===== src/rtl/uart_tx_ctrl.sv =====
// uart_tx_ctrl: memory-mapped UART transmitter, TX FIFO + 8N1 serialiser.
// Define UART_TX_PARITY_EN to build 8E1 frames (even parity bit).
module uart_tx_ctrl #(
  parameter int          FIFO_DEPTH  = 8,
  parameter logic [15:0] DEFAULT_DIV = 16'd867,
  parameter int          XLEN        = 32
) (
  input  logic            clk,
  input  logic            rst_n,
  input  logic            uart_en,
  input  logic [XLEN-1:0] uart_addr,
  input  logic            mem_wr_en,
  input  logic            mem_rd_en,
  input  logic [XLEN-1:0] uart_tx_data,
  output logic [XLEN-1:0] uart_rd_data,
  output logic            uart_tx,
  output logic            tx_irq
);

  localparam int PW = $clog2(FIFO_DEPTH);
  localparam int CW = PW + 1;

`ifdef UART_TX_PARITY_EN
  localparam logic PAR_EN = 1'b1;
`else
  localparam logic PAR_EN = 1'b0;
`endif

  typedef enum logic [2:0] {
    S_IDLE,
    S_START,
    S_DATA,
`ifdef UART_TX_PARITY_EN
    S_PAR,
`endif
    S_STOP
  } state_t;

  state_t r_state, w_next;

  logic [7:0]      r_mem [FIFO_DEPTH];
  logic [PW-1:0]   r_wp, r_rp;
  logic [CW-1:0]   r_count, w_cnt_next;
  logic            r_ovf;
  logic [15:0]     r_div, r_baud;
  logic [7:0]      r_shift;
  logic [2:0]      r_idx;
  logic            r_tx, r_irq;
  logic [XLEN-1:0] r_rd, w_rdata;

  logic       w_wr, w_rd, w_push, w_push_ok, w_pop;
  logic       w_full, w_empty, w_busy, w_tick, w_tx;
  logic [1:0] w_off;
  logic [3:0] w_cnt4;
  logic [8:0] w_stat;
  logic       w_unused;

  assign w_off     = uart_addr[3:2];
  assign w_wr      = uart_en & mem_wr_en;
  assign w_rd      = uart_en & mem_rd_en;
  assign w_full    = (r_count == CW'(FIFO_DEPTH));
  assign w_empty   = (r_count == '0);
  assign w_push    = w_wr & (w_off == 2'd0);
  assign w_push_ok = w_push & ~w_full;
  assign w_busy    = (r_state != S_IDLE);
  assign w_tick    = (r_baud >= r_div);
  assign w_cnt4    = 4'(r_count);
  assign w_stat    = {PAR_EN, w_cnt4, r_ovf, w_busy, w_empty, w_full};
  assign w_unused  = ^{uart_addr[XLEN-1:4], uart_addr[1:0],
                       uart_tx_data[XLEN-1:16]};

  assign uart_rd_data = r_rd;
  assign uart_tx      = r_tx;
  assign tx_irq       = r_irq;

  always_comb begin
    w_next = r_state;
    w_pop  = 1'b0;
    w_tx   = 1'b1;
    case (r_state)
      S_IDLE: begin
        if (!w_empty) begin
          w_pop  = 1'b1;
          w_next = S_START;
        end
      end
      S_START: begin
        w_tx = 1'b0;
        if (w_tick) w_next = S_DATA;
      end
      S_DATA: begin
        w_tx = r_shift[r_idx];
        if (w_tick && r_idx == 3'd7) begin
`ifdef UART_TX_PARITY_EN
          w_next = S_PAR;
`else
          w_next = S_STOP;
`endif
        end
      end
`ifdef UART_TX_PARITY_EN
      S_PAR: begin
        w_tx = ^r_shift;
        if (w_tick) w_next = S_STOP;
      end
`endif
      S_STOP: begin
        if (w_tick) w_next = S_IDLE;
      end
      default: w_next = S_IDLE;
    endcase
  end

  always_comb begin
    w_cnt_next = r_count;
    if (w_push_ok && !w_pop)
      w_cnt_next = r_count + CW'(1);
    else if (!w_push_ok && w_pop)
      w_cnt_next = r_count - CW'(1);
  end

  always_comb begin
    w_rdata = '0;
    unique case (w_off)
      2'd0: w_rdata = '0;
      2'd1: w_rdata = XLEN'(w_stat);
      2'd2: w_rdata = XLEN'(r_div);
      2'd3: w_rdata = '0;
    endcase
  end

  always_ff @(posedge clk) begin
    if (w_push_ok) r_mem[r_wp] <= uart_tx_data[7:0];
  end

  always_ff @(posedge clk or negedge rst_n) begin
    if (!rst_n) begin
      r_state <= S_IDLE;
      r_wp    <= '0;
      r_rp    <= '0;
      r_count <= '0;
      r_ovf   <= 1'b0;
      r_div   <= DEFAULT_DIV;
      r_baud  <= '0;
      r_shift <= '0;
      r_idx   <= '0;
      r_tx    <= 1'b1;
      r_irq   <= 1'b1;
      r_rd    <= '0;
    end else begin
      r_state <= w_next;
      r_count <= w_cnt_next;
      r_tx    <= w_tx;
      r_irq   <= (w_cnt_next == '0) && (w_next == S_IDLE);
      if (w_push_ok) r_wp <= r_wp + PW'(1);
      if (w_wr && w_off == 2'd1)
        r_ovf <= 1'b0;
      else if (w_push && w_full)
        r_ovf <= 1'b1;
      if (w_wr && w_off == 2'd2) r_div <= uart_tx_data[15:0];
      if (w_rd) r_rd <= w_rdata;
      if (w_pop) begin
        r_rp    <= r_rp + PW'(1);
        r_shift <= r_mem[r_rp];
        r_baud  <= '0;
        r_idx   <= '0;
      end else if (w_busy) begin
        // live divisor compare: a lowered divisor ends the bit next clock
        r_baud <= w_tick ? 16'd0 : r_baud + 16'd1;
        if (r_state == S_DATA && w_tick) r_idx <= r_idx + 3'd1;
      end
    end
  end

endmodule


===== config.mk =====
export PLATFORM = sky130hd
export DESIGN_NAME = uart_tx_ctrl
export DESIGN_NICKNAME = d
export VERILOG_FILES = /design/src/rtl/uart_tx_ctrl.sv
export SDC_FILE = /design/constraint.sdc
export NUM_CORES = 1
export LEC_CHECK = 0
export ABC_AREA = 1
export CORE_MARGIN = 4
export CORE_UTILIZATION = 35
export CTS_CLUSTER_SIZE = 10
export DETAILED_ROUTE_END_ITERATION = 7
export PLACE_DENSITY = 0.54
export SLEW_MARGIN = 20
export SYNTH_ARGS = -nofsm -noshare
export SYNTH_HDL_FRONTEND = slang
export SYNTH_SLANG_ARGS = --single-unit
export TNS_END_PERCENT = 20

===== constraint.sdc =====
create_clock -name clk -period 3.3 [get_ports clk]
set_clock_uncertainty 0.1 [all_clocks]
set_input_delay 0.33 -clock clk [delete_from_list [all_inputs] [get_ports clk]]
set_output_delay 0.33 -clock clk [all_outputs]
set_load 0.05 [all_outputs]

==> results.py <==
metrics = {
    "final_layout": {
        "drive_gt1_share_pct": 9.959,
        "final_common_cell": "nand2_1",
        "final_cell_mix": "nand2_1, o21ai_0, nor2_1, inv_1, dfrtp_1",
        "num-nets-final": 802,
        "final_cells": 952,
        "fin_area_sq_um": 7692,
        "fill_cells": 1699,
        "area_growth_syn_to_layout_pct": 18.55,
        "num_antenna_cells": 0,
        "seq_area_sq_um": 3809,
        "multi_input_area_sq_um": 2245,
    },
    "detailed_routing": {
        "wire_per_inst_um": 15.77,
        "wl_um": 15010,
        "drt_iter0_drc": 306,
        "vias": 4727,
        "first_pass_iters": 6,
        "viasPerCell": 4.965,
        "postRouteAntennaNets": 0,
        "drc": 0,
    },
    "logic_synthesis": {
        "synth_area_sq_um": 6489,
        "netlist_instances": 655,
        "synth-edff-count": 64,
        "syn_avg_cell_area_sq_um": 9.906,
        "synthDistinctLibCells": 40,
        "synth_seq_cells": 139,
        "ys_seq_area_share_pct": 58.70,
        "synthArstFlopShare_pct": 53.96,
        "yosys_warnings": 0,
        "synth_ff_type": "dfrtp_1",
    },
    "worst_setup_path": {
        "slowest_stage": "dfstp_2",
        "max_stage_delay_ns": 0.51,
        "start_kind": "flop",
        "cpMostUsedCell": "nand2_1",
        "cp-end-kind": "flop",
        "cp_max_fo": 12,
        "crit_buf_inv": 3,
        "crit_type": "flop to flop",
        "crit_required_ns": 3.54,
        "critPathTopFamily": "simple AND/OR/NAND/NOR gates",
        "path_cells": "inv_1 -> ha_1 -> nand2_1 -> nand2_1 -> nand2_1 -> nand2_1 -> nor2_1 -> nand2_1 -> nand2_1 -> nand2_1 -> nor2_1 -> buf_4 -> inv_1 -> o21ai_0",
        "cp.arrival_ns": 2.67,
    },
    "timing": {
        "rsz0062_at_grt": "no",
        "slew_viol_final": 0,
        "period_share_pct": 73.83,
        "finalSetupViolCount": 0,
        "final.setup.tns_ns": 0,
        "fin_crit_ns": 2.436,
        "setup_ws_ns": 0.8636,
        "hold_viol": 17,
        "worst_slew_margin_rel_pct": 34.80,
        "timing.hold.ws_ns": -0.04020,
        "worst_slew_pin_slew_ns": 0.9781,
        "fmaxAchievable_ghz": 0.4104,
    },
    "cts": {
        "ctsResizeCount": 0,
        "numCtsBuffers": 17,
        "clock_latency_ns": 0.42,
        "cts.htree.levels": 4,
        "ctsHoldBuffers": 0,
        "clock-sinks": 139,
        "cts_setup_buffers": 0,
        "clk_pin_slew_ns": 0.06,
        "clockBufferDepth": 2,
        "root_buffer": "clkbuf_16",
        "cts_tree": "yes",
    },
    "placement": {
        "pre_cts_slack_ns": 0.8766,
        "port_buffers": 40,
        "dp_hpwl_um": 10440,
        "place_area_sq_um": 7142,
        "gp_congestion": 0.8038,
        "place_inst": 920,
    },
    "floorplan": {
        "fp.coreArea_sq_um": 18090,
        "fp.dieArea_sq_um": 20780,
        "die_height_um": 144.2,
        "io_pins": 103,
        "rows": 49,
        "die_x_um": 144.2,
        "initial_core_util_pct": 35.88,
    },
    "flow_run": {
        "drv_cap": 0,
    },
    "global_route": {
        "grt_first_pass_wirelength_um": 24160,
        "grt_max_degree": 76,
        "antenna_found_initial": 0,
        "overflow": 0,
        "grt_pass1_vias": 4597,
        "grt_usage_pct": 15.14,
    },
    "min_path": {
        "hp-class": "primary input to async pin",
    },
    "status": {
        "violations": "negative hold slack",
        "status": "complete, but fails checks",
    },
    "power": {
        "p_leak_uw": 0.003240,
        "power_density_nw_per_um2": 707.6,
        "ir_worst_vdd_mv": 0.3534,
    },
}
-- per-layer routing --
metal  part of all wire (%)  vias up  GRT usage (%)  routed length, um
li1                       -     2298              -                  -
met3                    4.6       12          2.943                692
met5                      0        -              0                  0
met2                     49      121          24.64               7307
met1                     46     2296          20.47               6859
met4                    1.0        0          4.909                150
-- worst paths after layout --
kind                                   from                to  slack, ns  cells past startpoint
max                                r_div[5]         r_baud[5]       0.86                     14
min                                   rst_n        r_count[0]      -0.04                      1
max reg2reg                        r_div[5]         r_baud[5]       0.86                     14
min reg2reg                uart_rd_data[12]  uart_rd_data[12]       0.39                      2
max in group asynchronous             rst_n        r_shift[5]       2.50                      1
min in group clk            uart_tx_data[8]          r_div[8]       0.39                      3
-- state kept, by name, summed over array words and instances, names as in the netlist --
| signal | count |
|---|---|
| r_idx | 3 |
| r_div | 16 |
| uart_tx | 1 |
| uart_rd_data | 16 |
| r_shift | 8 |
| tx_irq | 1 |
| r_state | 3 |
| r_ovf | 1 |
| r_mem | 64 |
| r_baud | 16 |
| r_count | 4 |
| r_rp | 3 |
| r_wp | 3 |
-- Yosys cell counts (2+ instances only) --
master	instances	share of area [%]
nand2_2	2	0.19
o21ai_0	78	6.0
o21ai_1	2	0.15
dfrtp_1	67	26
buf_4	16	1.9
inv_1	70	4.0
ha_1	23	4.4
inv_4	2	0.19
nand4_1	4	0.39
a22oi_1	2	0.23
nor2_2	3	0.29
nand3_2	2	0.31
inv_2	4	0.23
o211ai_1	9	1.0
o221ai_1	4	0.54
clkbuf_1	16	0.93
xor2_1	10	1.3
dfstp_2	8	3.2
a21oi_1	30	2.3
nand3_1	26	2.0
nor2_4	2	0.35
o22ai_1	19	1.8
nor2_1	73	4.2
xnor2_1	2	0.27
nand2_1	92	5.3
edfxtp_1	64	30
nor3_1	12	0.93
-- through the flow --
step	power (uW)	util, %
floorplan	3269	-
global placement	3663	39.49
detailed placement	3712	39.49
CTS	5507	42.53
global route	5788	42.53
finish	5443	42.53
-- cells by family (layout without fill, tap and decap cells) --
group           count (synthesis)  after routing  synth area share [%]
fa+ha+maj                      23             23                 4.435
other cells                     1             17               0.05779
xor+xnor                       12             12                 1.620
buf+inv                       111            163                 7.636
flops                         139            139                 58.70
simple gates                  222            222                 15.04
mux                             1              1                0.1735
compound gates                146            146                 12.34
-- power breakdown --
group | switching (uW) | total (uW) | internal [uW]
Combinational | 972 | 1450 | 473
Clock | 715 | 1770 | 1060
Sequential | 182 | 2230 | 2040
-- worst register-to-register path: cells and delay by family, from the launching register on --
family / cells / cell delay (ns)
AO/OA/AOI/OAI: 1 / 0.16
flip-flops: 1 / 0.51
AND/OR/NAND/NOR: 9 / 0.79
adder cells (fa/ha/maj): 1 / 0.34
buffers and inverters: 3 / 0.46
-- final cells by class --
type	instances	area share (%)
clock inverter	10	1.252
tap	229	3.725
inverter	77	3.887
timing repair buffer	54	6.539
sequential	139	49.51
clock buffer	22	5.904
multi-input combinational	421	29.18
Power figures use the tool's default switching activity.
